===== config.mk =====
export PLATFORM = sky130hd
export DESIGN_NAME = wb_bus_arbiter
export DESIGN_NICKNAME = d
export VERILOG_FILES = /design/src/rtl/wb_bus_arbiter.sv
export SDC_FILE = /design/constraint.sdc
export NUM_CORES = 1
export LEC_CHECK = 0
export ABC_AREA = 1
export CAP_MARGIN = 20
export CELL_PAD_IN_SITES_DETAIL_PLACEMENT = 1
export CELL_PAD_IN_SITES_GLOBAL_PLACEMENT = 1
export CORE_ASPECT_RATIO = 1.1
export CORE_UTILIZATION = 15
export CTS_CLUSTER_SIZE = 20
export DETAILED_ROUTE_END_ITERATION = 8
export HOLD_SLACK_MARGIN = 0.05
export MAX_ROUTING_LAYER = met4
export PLACE_DENSITY_LB_ADDON = 0.1
export RECOVER_POWER = 25
export SYNTH_ARGS = -nofsm -noshare
export SYNTH_HDL_FRONTEND = slang
export SYNTH_SLANG_ARGS = --single-unit

===== constraint.sdc =====
create_clock -name clk_i -period 2.85 [get_ports clk_i]
set_input_delay 0.57 -clock clk_i [delete_from_list [all_inputs] [get_ports clk_i]]
set_output_delay 0.57 -clock clk_i [all_outputs]
set_load 0.02 [all_outputs]

===== src/rtl/wb_bus_arbiter.sv =====
// wb_bus_arbiter: shares one Wishbone B4 classic slave port between N_MASTERS
// masters. Grants rotate round-robin. A grant stays locked for the owner's whole
// cyc cycle. A watchdog answers a stalled strobe with err after TIMEOUT_CYCLES
// clocks and parks the owner in ERRWAIT until it drops cyc.
module wb_bus_arbiter #(
  parameter int N_MASTERS      = 2,
  parameter int TIMEOUT_CYCLES = 255
) (
  input  logic                    clk_i,
  input  logic                    rst_ni,
  input  logic [N_MASTERS-1:0]    m_cyc_i,
  input  logic [N_MASTERS-1:0]    m_stb_i,
  input  logic [N_MASTERS-1:0]    m_we_i,
  input  logic [4*N_MASTERS-1:0]  m_sel_i,
  input  logic [30*N_MASTERS-1:0] m_adr_i,
  input  logic [32*N_MASTERS-1:0] m_dat_i,
  output logic [31:0]             m_dat_o,
  output logic [N_MASTERS-1:0]    m_ack_o,
  output logic [N_MASTERS-1:0]    m_err_o,
  output logic                    s_cyc_o,
  output logic                    s_stb_o,
  output logic                    s_we_o,
  output logic [3:0]              s_sel_o,
  output logic [29:0]             s_adr_o,
  output logic [31:0]             s_dat_o,
  input  logic [31:0]             s_dat_i,
  input  logic                    s_ack_i,
  output logic [N_MASTERS-1:0]    grant_o,
  output logic                    busy_o
);

  localparam int OW = (N_MASTERS > 1) ? $clog2(N_MASTERS) : 1;
  localparam int TW = (TIMEOUT_CYCLES > 0) ? $clog2(TIMEOUT_CYCLES + 1) : 1;
  localparam logic [TW-1:0] TMO_LAST = TW'(TIMEOUT_CYCLES - 1);

  typedef enum logic [1:0] {
    ST_IDLE    = 2'd0,
    ST_OWNED   = 2'd1,
    ST_ERRWAIT = 2'd2
  } state_t;

  state_t               r_state;
  logic [OW-1:0]        r_owner;
  logic [OW-1:0]        r_last_owner;
  logic [TW-1:0]        r_tmo_cnt;
  logic [N_MASTERS-1:0] r_grant;

  logic                 w_found;
  logic [OW-1:0]        w_pick;
  logic [OW-1:0]        w_cand;
  logic                 w_o_cyc;
  logic                 w_o_stb;
  logic                 w_o_we;
  logic [3:0]           w_o_sel;
  logic [29:0]          w_o_adr;
  logic [31:0]          w_o_dat;
  logic [N_MASTERS-1:0] w_owner_oh;
  logic                 w_owned;
  logic                 w_tmo_hit;

  function automatic logic [N_MASTERS-1:0] f_onehot(input logic [OW-1:0] idx);
    logic [N_MASTERS-1:0] v;
    v = '0;
    for (int k = 0; k < N_MASTERS; k++) begin
      v[k] = (idx == OW'(k));
    end
    return v;
  endfunction

  // Round-robin pick: first requesting master after last_owner, wrapping.
  // NOTE: every always_comb output gets a default before any branch so no latch is inferred.
  always_comb begin
    w_found = 1'b0;
    w_pick  = r_last_owner;
    w_cand  = r_last_owner;
    for (int k = 0; k < N_MASTERS; k++) begin
      w_cand = (w_cand == OW'(N_MASTERS - 1)) ? '0 : w_cand + OW'(1);
      if (!w_found && m_cyc_i[w_cand]) begin
        w_found = 1'b1;
        w_pick  = w_cand;
      end
    end
  end

  // Select the current owner's request fields.
  always_comb begin
    w_o_cyc    = 1'b0;
    w_o_stb    = 1'b0;
    w_o_we     = 1'b0;
    w_o_sel    = '0;
    w_o_adr    = '0;
    w_o_dat    = '0;
    w_owner_oh = '0;
    for (int k = 0; k < N_MASTERS; k++) begin
      if (r_owner == OW'(k)) begin
        w_o_cyc       = m_cyc_i[k];
        w_o_stb       = m_stb_i[k];
        w_o_we        = m_we_i[k];
        w_o_sel       = m_sel_i[4*k +: 4];
        w_o_adr       = m_adr_i[30*k +: 30];
        w_o_dat       = m_dat_i[32*k +: 32];
        w_owner_oh[k] = 1'b1;
      end
    end
  end

  assign w_owned   = (r_state == ST_OWNED);
  // An ack on the terminal count wins over the timeout.
  assign w_tmo_hit = (TIMEOUT_CYCLES > 0) && w_owned && w_o_cyc && w_o_stb &&
                     !s_ack_i && (r_tmo_cnt == TMO_LAST);

  assign s_cyc_o = w_owned & w_o_cyc;
  assign s_stb_o = w_owned & w_o_stb;
  assign s_we_o  = w_owned & w_o_we;
  assign s_sel_o = w_owned ? w_o_sel : 4'h0;
  assign s_adr_o = w_owned ? w_o_adr : 30'h0;
  assign s_dat_o = w_owned ? w_o_dat : 32'h0;
  assign m_dat_o = s_dat_i;
  assign m_ack_o = (w_owned && w_o_stb && s_ack_i) ? w_owner_oh : '0;
  assign m_err_o = w_tmo_hit ? w_owner_oh : '0;
  assign grant_o = r_grant;
  assign busy_o  = (r_state != ST_IDLE);

  // Ownership FSM with the watchdog counter and the registered grant vector.
  // NOTE: state registers use non-blocking assignments so every flop samples pre-edge values.
  always_ff @(posedge clk_i or negedge rst_ni) begin
    if (!rst_ni) begin
      r_state      <= ST_IDLE;
      r_owner      <= '0;
      r_last_owner <= OW'(N_MASTERS - 1);
      r_tmo_cnt    <= '0;
      r_grant      <= '0;
    end else begin
      case (r_state)
        ST_IDLE: begin
          r_tmo_cnt <= '0;
          if (w_found) begin
            r_owner <= w_pick;
            r_grant <= f_onehot(w_pick);
            r_state <= ST_OWNED;
          end
        end
        ST_OWNED: begin
          if (!w_o_cyc) begin
            r_last_owner <= r_owner;
            r_grant      <= '0;
            r_tmo_cnt    <= '0;
            r_state      <= ST_IDLE;
          end else if (w_tmo_hit) begin
            r_tmo_cnt <= '0;
            r_state   <= ST_ERRWAIT;
          end else if (s_ack_i || !w_o_stb) begin
            r_tmo_cnt <= '0;
          end else if (r_tmo_cnt != TMO_LAST) begin
            r_tmo_cnt <= r_tmo_cnt + TW'(1);
          end
        end
        ST_ERRWAIT: begin
          if (!w_o_cyc) begin
            r_last_owner <= r_owner;
            r_grant      <= '0;
            r_state      <= ST_IDLE;
          end
        end
        default: begin
          r_grant <= '0;
          r_state <= ST_IDLE;
        end
      endcase
    end
  end

endmodule


==> flow_metrics.tcl <==
set metrics [dict create \
    peakVddDrop_v 0.000423 \
    finalCritPeriodShare 0.959 \
    yosys-mux-area-fraction 0 \
    syn_to_final_growth_pct 111 \
    synthSimpleGateAreaFrac 0.372 \
    grt_max_degree 73 \
    wl_um 11900 \
    regToRegStartpoint "r_state[0]$_DFFE_PN0P_" \
    wire_per_inst_um 16.2 \
    arrival_ns 2.16 \
    status "completed" \
    die_w_um 114 \
    drt_iter0_markers 97 \
    synth_compound_gate_area_share 0.216 \
    r2r_cells 7 \
    core_area_um2 13300 \
    place.gp.congestion 0.817 \
    crit_top_cell "inv_1" \
    critPathSlowestCell "clkdlybuf4s50_1" \
    hold_class "register to register" \
    seq_area_frac_synth 0.170 \
    hold_path_end "r_last_owner$_DFFE_PN1P_" \
    clk_path_buf_depth 2 \
    numCtsBuffers 3 \
    ys_seq_elements 14 \
    cts_root_buf "clkbuf_16" \
    fin_crit_ns 2.73 \
    num_vias 3035 \
    placementRows 44 \
    die-area_um2 14200 \
    switching_share 0.515 \
    r2r_end "r_tmo_cnt[2]$_DFFE_PN0P_" \
    hpwl_um 9500 \
    mostFrequentLayoutCells "clkdlybuf4s50_1 (210), nor2_1 (148), o21ai_0 (78)" \
    pin_count 281 \
    insertion_delay_ns 0.25 \
    internal-power_mw 1.87 \
    initial_core_util 0.155 \
    whs_path_depth 2 \
    slew_headroom 0.527 \
    hold_viol_final 0 \
    path_class "input pin to primary output" \
    setup_viol 0 \
    synth_warnings 0 \
    cts_hold_buffers 0 \
    antenna_found_initial 0 \
    synthXorXnorAreaFrac 0.00848 \
    cp_top_family "buffers and inverters" \
    synth_adder_area_share 0.0303 \
    synth_area_um2 2060 \
    synth_cells 374 \
    rsz0062_at_grt "false" \
    slew_violations 0 \
    grt_usage 0.162 \
    fin_tns_setup_ns 0 \
    maxCapViolations 0 \
    mostFrequentLayoutCell "clkdlybuf4s50_1" \
    switching_power_mw 1.99 \
    end_kind "primary output" \
    path_clk_slew_ns 0.05 \
    final_area_um2 4350 \
    cts_max_level 1 \
    diodes 0 \
    powerDensity_nw_per_um2 886 \
    placed_area_um2 4240 \
    vias_per_cell 4.13 \
    overflow 0 \
    hp-start "r_last_owner$_DFFE_PN1P_" \
    seqPwrFrac 0.074 \
    pwr-share-comb 0.848 \
    synthesis.nets 552 \
    finalNetCount 730 \
    grt_pass1_vias 3152 \
    worstPathCellList "dlygate4sd3_1, inv_1, nand2_4, nand3_2, buf_4, inv_1, clkdlybuf4s50_1" \
    r2r_slack_ns 1.02 \
    portBuffers 216 \
    worstMarginPinSlew_ns 0.707 \
    startpoint "m_cyc_i[0]" \
    ant_nets 0 \
    power_leakage_nw 1.83 \
    required_ns 2.28 \
    grt_pass1_wl_um 17300 \
    cp_max_fo 2 \
    power_frac_clock 0.078 \
    drtPass1Iterations 4 \
    die_y_um 125 \
    syn_avg_cell_area_um2 5.52 \
    p_total_mw 3.85 \
    cts_tree "built" \
    clock_skew_ns 0.00542 \
    path_buf_inv 5 \
    critPathMaxStageDelay_ns 0.60 \
    cts_sinks 14 \
    startpoint_type "input pin" \
    synth_top_family_by_area "simple AND/OR/NAND/NOR gates" \
    yosysUniqueCellTypes 28 \
    drc 0 \
    max_freq_mhz 366 \
    layout-drive-gt1-share 0.0508 \
]
[timing repair]
| action | CTS | global route |
|---|---|---|
| setup buffers | 0 | 0 |
| gates resized for setup | 0 | 5 |
| setup endpoints to repair | 0 | 48 |
[per-stage QoR]
step / hold slack [ns] / util / instances / setup slack [ns]
after floorplan: 0.274 / - / 374 / 0.613
after global placement: 0.515 / 0.318 / 731 / 0.0355
after detailed placement: 0.516 / 0.318 / 731 / 0.0173
after CTS: 0.536 / 0.325 / 735 / 0.0114
after global routing: 0.562 / 0.327 / 735 / 0.0105
final: 0.534 / 0.327 / 735 / 0.116
[logic make-up after synthesis]
| logic type | count (synthesis) |
|---|---|
| flops | 14 |
| compound gates | 87 |
| simple gates | 191 |
| buf+inv | 75 |
| fa+ha+maj | 5 |
| xor+xnor | 2 |
[power by group through the flow]
stage / Sequential [mW] / Combinational [mW] / Clock (mW)
2_1_floorplan: 0.284 / 1.74 / 0
3_3_place_gp: 0.285 / 3.29 / 0
3_5_place_dp: 0.285 / 3.33 / 0
4_1_cts: 0.283 / 3.34 / 0.309
5_1_grt: 0.293 / 3.54 / 0.313
6_report: 0.287 / 3.27 / 0.301
[registers in the layout, indices dropped and copies added (netlist names)]
signal        flops
r_tmo_cnt         8
grant_o           2
r_state           2
r_last_owner      1
r_owner           1
[synthesized netlist by cell type]
master	instances	area, um^2
nor2_1	148	556
o21ai_0	78	390
buf_4	32	240
nand2_1	25	93.8
inv_1	18	67.6
clkbuf_1	15	56.3
dfrtp_1	13	325
buf_2	6	30.0
nand3_1	6	30.0
ha_1	5	62.6
nand4_1	4	25.0
a21oi_1	3	15.0
nand2_2	3	18.8
inv_2	2	7.51
o22ai_1	2	12.5
xor2_1	2	17.5
a211o_1	1	8.76
a21boi_1	1	7.51
buf_6	1	11.3
dfstp_2	1	26.3
inv_4	1	6.26
nand2_4	1	11.3
nand3_2	1	10.0
nor2_2	1	6.26
nor2_4	1	11.3
nor3_1	1	5.00
o211ai_1	1	7.51
o21ai_1	1	5.00
[worst register-to-register path, cell delays in order, from the launching register on]
cell	delay [ns]
dfrtp_1	0.41
inv_1	0.08
ha_1	0.26
nor2_1	0.48
inv_2	0.14
nand2_1	0.13
xor2_1	0.15
nor2_1	0.06
[layout make-up]
class	instances	area (um^2)
Fill cell	1719	8970
Timing Repair Buffer	227	2290
Multi-Input combinational cell	285	1310
Sequential cell	14	353
Tap cell	184	230
Clock buffer	4	88.8
Inverter	21	81.3
[per-layer routing]
| metal | vias up | share of wire | global-route usage |
|---|---|---|---|
| met3 | 18 | 0.060 | 0.0252 |
| met5 | - | 0 | - |
| li1 | 1517 | - | - |
| met1 | 1395 | 0.36 | 0.156 |
| met4 | 0 | 0.018 | 0.0428 |
| met2 | 105 | 0.56 | 0.327 |
[worst max path at each step]
stage | cells after the start | slack, ns | end
detailed placement | 8 | 0.02 | m_err_o[0]
global placement | 8 | 0.04 | m_err_o[1]
CTS | 6 | 0.01 | s_adr_o[17]
floorplan | 7 | 0.61 | m_ack_o[0]
finish | 7 | 0.12 | s_cyc_o
global route | 7 | 0.01 | s_cyc_o
Power figures use the tool's default switching activity.
